[src/rtl/rddma_sink.sv]
// rddma_sink: DMA stream sink that counts beats and frames per channel.
// Define RDDMA_SINK_CHECKSUM_EN to build the per-channel XOR checksum registers.
module rddma_sink #(
  parameter int DATA_W = 32,
  parameter int CNT_W = 32,
  parameter int NUM_CH = 2,
  parameter int STALL_PERIOD = 0,
  localparam int CH_W = (NUM_CH > 1) ? $clog2(NUM_CH) : 1
) (
  input  logic                     sys_clk,
  input  logic                     sys_rst,
  input  logic                     enable,
  input  logic                     clear,
  input  logic                     s_valid,
  output logic                     s_ready,
  input  logic [DATA_W-1:0]        s_data,
  input  logic                     s_last,
  input  logic [CH_W-1:0]          s_chan,
  output logic [NUM_CH*CNT_W-1:0]  beat_cnt,
  output logic [NUM_CH*CNT_W-1:0]  frame_cnt,
  output logic [NUM_CH-1:0]        ovf,
  output logic                     bad_chan,
  output logic                     busy,
  output logic [NUM_CH*DATA_W-1:0] checksum
);
  localparam int SC_W = (STALL_PERIOD > 1) ? $clog2(STALL_PERIOD) : 1;
  localparam logic [SC_W-1:0] SC_LAST = SC_W'((STALL_PERIOD > 0) ? STALL_PERIOD - 1 : 0);
  typedef enum logic [1:0] {IDLE, RUN, STALL} state_t;
  state_t state;
  logic [SC_W-1:0] stall_cnt;
  logic xfer;
  logic bad;
  assign xfer = s_valid & s_ready;
  assign bad = 32'(s_chan) >= NUM_CH;
  assign busy = state != IDLE;
  // stall_cnt counts transfers since entering RUN; it is zeroed whenever ready drops
  always_ff @(posedge sys_clk or negedge sys_rst)
    if (!sys_rst) begin
      state <= IDLE;
      s_ready <= 1'b0;
      stall_cnt <= '0;
    end else begin
      case (state)
        IDLE: if (enable) begin
          state <= RUN;
          s_ready <= 1'b1;
        end
        RUN: if (!enable) begin
          state <= IDLE;
          s_ready <= 1'b0;
          stall_cnt <= '0;
        end else if (xfer) begin
          if (STALL_PERIOD > 0 && stall_cnt == SC_LAST) begin
            state <= STALL;
            s_ready <= 1'b0;
            stall_cnt <= '0;
          end else
            stall_cnt <= stall_cnt + SC_W'(1);
        end
        STALL: begin
          state <= enable ? RUN : IDLE;
          s_ready <= enable;
        end
        default: begin
          state <= IDLE;
          s_ready <= 1'b0;
          stall_cnt <= '0;
        end
      endcase
    end
  always_ff @(posedge sys_clk or negedge sys_rst)
    if (!sys_rst) bad_chan <= 1'b0;
    else if (clear) bad_chan <= 1'b0;
    else if (xfer && bad) bad_chan <= 1'b1;
  for (genvar c = 0; c < NUM_CH; c++) begin : g_ch
    logic hit;
    logic [CNT_W-1:0] bc;
    logic [CNT_W-1:0] fc;
    logic o;
    assign hit = xfer && s_chan == CH_W'(c);
    always_ff @(posedge sys_clk or negedge sys_rst)
      if (!sys_rst) begin
        bc <= '0;
        fc <= '0;
        o <= 1'b0;
      end else if (clear) begin
        bc <= '0;
        fc <= '0;
        o <= 1'b0;
      end else if (hit) begin
        bc <= bc + CNT_W'(1);
        fc <= fc + CNT_W'(s_last);
        if (&bc) o <= 1'b1;
      end
    assign beat_cnt[c*CNT_W +: CNT_W] = bc;
    assign frame_cnt[c*CNT_W +: CNT_W] = fc;
    assign ovf[c] = o;
`ifdef RDDMA_SINK_CHECKSUM_EN
    logic [DATA_W-1:0] cs;
    always_ff @(posedge sys_clk or negedge sys_rst)
      if (!sys_rst) cs <= '0;
      else if (clear) cs <= '0;
      else if (hit) cs <= cs ^ s_data;
    assign checksum[c*DATA_W +: DATA_W] = cs;
`else
    assign checksum[c*DATA_W +: DATA_W] = '0;
`endif
  end
`ifndef RDDMA_SINK_CHECKSUM_EN
  logic unused_data;
  assign unused_data = ^s_data;
`endif
endmodule

[config.mk]
export PLATFORM = sky130hd
export DESIGN_NAME = rddma_sink
export DESIGN_NICKNAME = d
export VERILOG_FILES = /design/src/rtl/rddma_sink.sv
export SDC_FILE = /design/constraint.sdc
export NUM_CORES = 1
export LEC_CHECK = 0
export BUFFER_PORTS_ARGS = -buffer_cell sky130_fd_sc_hd__buf_2
export CAP_MARGIN = 15
export CORE_ASPECT_RATIO = 1.1
export CORE_UTILIZATION = 53
export CTS_BUF_LIST = sky130_fd_sc_hd__clkbuf_8
export DETAILED_ROUTE_END_ITERATION = 7
export MAX_ROUTING_LAYER = met4
export PLACE_DENSITY = 0.83
export SLEW_MARGIN = 0
export SYNTH_ARGS = -nofsm -noshare
export SYNTH_HDL_FRONTEND = slang
export SYNTH_SLANG_ARGS = --single-unit
export TNS_END_PERCENT = 5
[constraint.sdc]
create_clock -name sys_clk -period 2.1 [get_ports sys_clk]
set_clock_uncertainty 0.05 [all_clocks]
set_input_delay 0 -clock sys_clk [delete_from_list [all_inputs] [get_ports sys_clk]]
set_output_delay 0 -clock sys_clk [all_outputs]
set_load 0.01 [all_outputs]
==> run_results.csv, run 1 <==
group,metric,value,unit
placed_design,gp_congestion,0.820,
cts,htree_levels,4,
timing,period_share,93.2,%
routing,vias_per_cell,5.32,
synth,yosysWarningCount,0,
synth,ys.flop_type,"dfrtp_1",
global_routing,grt_first_pass_wirelength,25000,um
status,status,"finished, violations left",
critical_path,reg2reg_to,"g_ch[1].bc[24]$_DFFE_PN0P_",
timing,tightest_slew,567,ps
timing,hold_viol,0,
power,ir_drop,355,uV
critical_path,worst-setup-path-type,"reg -> reg",
critical_path,r2r_cells,6,
placed_design,hpwl,10500,um
critical_path,reg2reg_slack,140,ps
flow_run,maxCapViolations,0,
synth,syn_area_per_cell,9.47,sq um
layout,final_cell_mix,"buf_2 (136), dfrtp_1 (131), nor2_1 (126), conb_1 (65), xor2_1 (56)",
cts,root_buffer,"clkbuf_8",
timing,rsz0062_at_grt,"yes",
synth,syn_inst,742,
cts,clkTransAtPathRegs,80,ps
die,coreArea,0.0128,sq mm
timing,setup-violations-final,0,
layout,drive_gt1_share,22.2,%
synth,synth_edf_count,0,
critical_path,critPathRequiredTime,2370,ps
routing,dr.first_iter.drc_count,376,
cts,cts_setup_buffers,0,
global_routing,antenna_found_initial,0,
routing,wire_per_inst,14.2,um
timing,hold_ws,50.5,ps
critical_path,crit_path_start_kind,"flip-flop",
cts,cts_buffer_depth,2,
timing,max_freq,0.511,GHz
synth,synthTopCellsByArea,"dfrtp_1 (47%), buf_4 (7.4%), xor2_1 (7.0%), nor2_1 (6.7%), xnor2_1 (6.6%)",
die,dieArea,0.0137,sq mm
worst_hold_path,hp-class,"in -> async",
timing,slew_violations,0,
layout,mostFrequentLayoutCell,"buf_2",
global_routing,grt_overflow,0,
layout,fillers,1054,
timing,fin_crit,1960,ps
timing,max_slew_margin,62.2,%
global_routing,grt_max_degree,78,
die,initial_core_util,55.1,%
layout,nets,952,
cts,cts_made_buffers,17,
critical_path,cp-end-kind,"flip-flop",
power,p_leak,4.05,nW
global_routing,grt_pass1_vias,5157,
power,cellPowerDensity,616,mW/mm^2
cts,cts_tree,"yes",
routing,vias,5725,
die,rows,43,
placed_design,portBuffers,138,
cts,cts.sinks,131,
routing,detail-route-antenna-nets,0,
critical_path,worstReg2RegStart,"g_ch[1].bc[0]$_DFFE_PN0P_",
routing,drc,19,
timing,setup_slack,143,ps
routing,drtPass1Iterations,7,
global_routing,grt_use_total,23.6,%
synth,ys_seq_area_share,46.6,%
die,die_y,123,um
layout,diodes,0,
synth,synth_top_area_cell,"dfrtp_1",
synth,synth_cell_types,35,
placed_design,place_ws,165,ps
synth,synth_area,0.00703,sq mm
critical_path,crit_arrival,2230,ps
synth,ys_ff_latch,131,
synth,synth_top_area_share,46.6,%
status,violations,"design-rule violations",
routing,drt_wl_total,15300,um
synth,synthArstFlopShare,100,%
die,io_pins,236,
die,die_w,112,um
critical_path,worstPathMaxFanout,7,
layout,area_growth,18.2,%
cts,clk_latency,440,ps
worst max-delay path, cell delays in order, from the launching register on:
cell	delay [ps]
dfrtp_1	420
ha_1	220
nand4_1	150
nand4bb_1	410
nor4_1	370
xnor2_1	160
nor2_1	50
cell usage after synthesis (17+ instances only):
master / number
dfrtp_1: 131
nor3_1: 27
nor2_1: 126
buf_4: 69
nand3_1: 42
nor4_1: 20
nand2_1: 38
xor2_1: 56
and3_1: 17
xnor2_1: 53
clkbuf_1: 17
nand4_1: 40
what timing repair did:
| action | in CTS | in global routing |
|---|---|---|
| hold buffers | 6 | 0 |
| hold endpoints to repair | 163 | 0 |
| resized for setup | 0 | 0 |
| endpoints found under the setup margin | 0 | 3 |
metrics by stage:
step           instances  cell area, sq um  total power, mW  TNS (ps)  utilization [%]
5_1_grt             1077              8310             5.30     -32.3             65.2
4_1_cts             1077              8310             5.17         0             65.2
6_report            1077              8310             5.12         0             65.2
3_3_place_gp        1039              7800             2.79         0             61.2
2_1_floorplan        806              7270             2.78         0                -
3_5_place_dp        1039              7800             2.79         0             61.2
registers in the layout (all words and copies together) (netlist names):
name / count
g_ch.bc: 64
s_ready: 1
g_ch.o: 2
g_ch.fc: 64
per-layer routing:
layer  share of wire (%)  track usage, %  up-vias  routed length (um)
met1                  43            29.9     2757                6590
met5                   0               -        -                   0
met2                  49            37.1      196                7560
met3                 5.7            4.25       23                 868
met4                 1.7            10.6        0                 266
li1                    -               -     2749                   -
area by class of cell:
cell class | instances | area (sq um) | area share [%]
clock buffers | 21 | 289 | 3.48
inverters | 14 | 52.6 | 0.632
flip-flops and latches | 131 | 3280 | 39.4
repair buffers | 171 | 996 | 12.0
multi-input cells | 572 | 3340 | 40.2
clock inverters | 11 | 158 | 1.90
well taps | 157 | 196 | 2.36
power breakdown:
group	leakage, nW	switching [mW]	internal [mW]
Clock	0.230	0.969	1.41
Combinational	2.00	0.170	0.0431
Sequential	1.83	0.00726	2.53
logic make-up after synthesis:
family	Yosys count	synth area share, %
multiplexers	4	0.570
buffers and inverters	103	9.24
AND/OR/NAND/NOR	356	26.4
flip-flops	131	46.6
other	1	0.0534
AO/OA/AOI/OAI	32	2.44
adder cells (fa/ha/maj)	6	1.07
XOR/XNOR	109	13.6
worst max-delay path by stage:
stage                                   start                    endpoint  slack [ps]  cells past startpoint
floorplan           g_ch[0].fc[1]$_DFFE_PN0P_  g_ch[0].fc[26]$_DFFE_PN0P_         240                      5
CTS                 g_ch[1].bc[0]$_DFFE_PN0P_  g_ch[1].bc[24]$_DFFE_PN0P_         130                      6
global placement          s_ready$_DFFE_PN0P_  g_ch[0].bc[30]$_DFFE_PN0P_         200                      5
detailed placement  g_ch[0].fc[0]$_DFFE_PN0P_  g_ch[0].fc[30]$_DFFE_PN0P_         170                      6
global route        g_ch[0].fc[0]$_DFFE_PN0P_  g_ch[0].fc[10]$_DFFE_PN0P_         -20                      7
finish              g_ch[1].bc[0]$_DFFE_PN0P_  g_ch[1].bc[24]$_DFFE_PN0P_         140                      6
Note: power is estimated with default switching activity, not from simulation.
==> inputs of run 2 (changes only) <==
--- a/config.mk
+++ b/config.mk
@@ -8,11 +8,12 @@
 export BUFFER_PORTS_ARGS = -buffer_cell sky130_fd_sc_hd__buf_2
 export CAP_MARGIN = 15
 export CORE_ASPECT_RATIO = 1.1
-export CORE_UTILIZATION = 53
+export CORE_UTILIZATION = 57
 export CTS_BUF_LIST = sky130_fd_sc_hd__clkbuf_8
 export DETAILED_ROUTE_END_ITERATION = 7
 export MAX_ROUTING_LAYER = met4
-export PLACE_DENSITY = 0.83
+export PLACE_DENSITY = 0.89
+export REMOVE_ABC_BUFFERS = 1
 export SLEW_MARGIN = 0
 export SYNTH_ARGS = -nofsm -noshare
 export SYNTH_HDL_FRONTEND = slang
==> constraint.sdc (replaced) <==
create_clock -name sys_clk -period 2.3 [get_ports sys_clk]
set_clock_uncertainty 0.05 [all_clocks]
set_input_delay 0 -clock sys_clk [delete_from_list [all_inputs] [get_ports sys_clk]]
set_output_delay 0 -clock sys_clk [all_outputs]
set_load 0.01 [all_outputs]
==> run 2 against run 1 <==
The run now ends clean. First-iteration DRC count grew 10%. Wire length grew 3.2%. Register-to-register slack gained 40 ps. Flip-flop and latch count is the same. Global-route usage grew 3.4 points. Critical path depth shrank 1. Final cell count shrank 1.0%. Largest cell class unchanged. Highest routed layer unchanged.
==> run_results.csv, run 2 (synthesis gave the netlist of run 1 again) <==
group,metric,value,unit
routing,detail-route-antenna-nets,0,
timing,max_slew_margin,64.7,%
placed_design,portBuffers,138,
routing,wire_per_inst,14.8,um
timing,rsz0062_at_grt,"no",
critical_path,worst-setup-path-type,"reg -> reg",
timing,max_freq,0.473,GHz
die,initial_core_util,58.4,%
cts,root_buffer,"clkbuf_8",
layout,stdcell_count,1066,
cts,cts_tree,"yes",
timing,fin_crit,2110,ps
routing,vias,5777,
global_routing,grt_use_total,26.9,%
placed_design,hpwl,10800,um
layout,mostFrequentLayoutCell,"buf_2",
power,power,4.60,mW
global_routing,grt_overflow,0,
global_routing,grt_pass1_vias,5407,
critical_path,r2r_cells,5,
die,coreArea,0.0120,sq mm
cts,cts_made_buffers,17,
status,status,"completed",
critical_path,crit_path_start_kind,"flip-flop",
layout,reg_top3,"g_ch.bc x64, g_ch.fc x64, g_ch.o x2",
layout,drive_gt1_share,21.6,%
routing,drtPass1Iterations,4,
critical_path,critPathRequiredTime,2620,ps
routing,dr.first_iter.drc_count,414,
placed_design,gp_congestion,0.830,
timing,period_share,91.9,%
layout,final_cell_mix,"buf_2 (136), dfrtp_1 (131), nor2_1 (126), conb_1 (65), xor2_1 (56)",
critical_path,worstReg2RegStart,"s_ready$_DFFE_PN0P_",
critical_path,reg2reg_slack,190,ps
cts,clk_latency,450,ps
global_routing,antenna_found_initial,0,
layout,fillers,950,
layout,final_core_util,68.4,%
power,cellPowerDensity,559,mW/mm^2
die,die_w,108,um
cts,cts.sinks,131,
cts,htree_levels,4,
global_routing,grt_max_degree,74,
timing,hold_viol,0,
layout,multi_input_area,0.00334,sq mm
die,io_pins,236,
die,rows,42,
critical_path,crit_arrival,2430,ps
critical_path,worstPathMaxFanout,10,
flow_run,maxCapViolations,0,
critical_path,cp-end-kind,"flip-flop",
die,dieArea,0.0128,sq mm
routing,drc,0,
power,p_leak,4.00,nW
timing,setup-violations-final,0,
critical_path,reg2reg_to,"g_ch[1].bc[9]$_DFFE_PN0P_",
worst_hold_path,hp-class,"in -> async",
layout,diodes,0,
cts,cts_setup_buffers,0,
cts,clkTransAtPathRegs,80,ps
routing,vias_per_cell,5.42,
timing,slew_violations,0,
layout,area_growth,17.1,%
cts,cts.repair.resized,0,
die,die_y,118,um
cts,postCtsHoldBufs,7,
routing,drt_wl_total,15800,um
placed_design,place_inst,1027,
global_routing,grt_first_pass_wirelength,26300,um
power,ir_drop,351,uV
cts,cts_buffer_depth,2,
layout,regArea,0.00328,sq mm
timing,tightest_slew,525,ps
timing,setup_tns,0,ps
placed_design,postPlaceCellArea,0.00772,sq mm
layout,fin_area,0.00823,sq mm
layout,nets,944,
run 2: area by class of cell:
type | count | share of cell area (%)
clock buffers | 22 | 3.68
clock inverters | 10 | 1.57
inverters | 14 | 0.638
multi-input cells | 572 | 40.6
flip-flops and latches | 131 | 39.8
well taps | 154 | 2.34
repair buffers | 163 | 11.4
run 2: worst max path at each step:
stage	start	to	slack [ps]
after floorplan	s_ready$_DFFE_PN0P_	g_ch[1].bc[21]$_DFFE_PN0P_	240
final	s_ready$_DFFE_PN0P_	g_ch[1].bc[9]$_DFFE_PN0P_	190
after global placement	s_ready$_DFFE_PN0P_	g_ch[1].bc[9]$_DFFE_PN0P_	320
after detailed placement	s_ready$_DFFE_PN0P_	g_ch[1].bc[30]$_DFFE_PN0P_	270
after CTS	s_ready$_DFFE_PN0P_	g_ch[1].bc[9]$_DFFE_PN0P_	210
after global routing	s_ready$_DFFE_PN0P_	g_ch[1].bc[9]$_DFFE_PN0P_	60
run 2: power breakdown:
| part | switching [mW] | leakage (nW) | internal [mW] |
|---|---|---|---|
| Sequential | 0.00855 | 1.83 | 2.31 |
| Clock | 0.883 | 0.222 | 1.20 |
| Combinational | 0.155 | 1.95 | 0.0404 |
run 2: routing by layer:
layer | up-vias | wire (um) | track usage (%)
li1 | 2725 | - | -
met2 | 188 | 7930 | 41.8
met4 | 0 | 412 | 11.9
met5 | - | 0 | -
met1 | 2825 | 6710 | 33.7
met3 | 39 | 738 | 6.07
run 2: critical path: stages, from the launching register on:
cell and delay (ps):
dfrtp_1 500, and3_1 300, nand4_1 370, buf_4 310, or3_1 330, a21oi_1 180
run 2: per-stage QoR:
step                setup WS, ps  hold WS, ps
finish                       186         48.6
global placement             321        -61.5
global route                56.1         51.6
CTS                          214         20.5
detailed placement           270        -62.2
floorplan                    243         -346
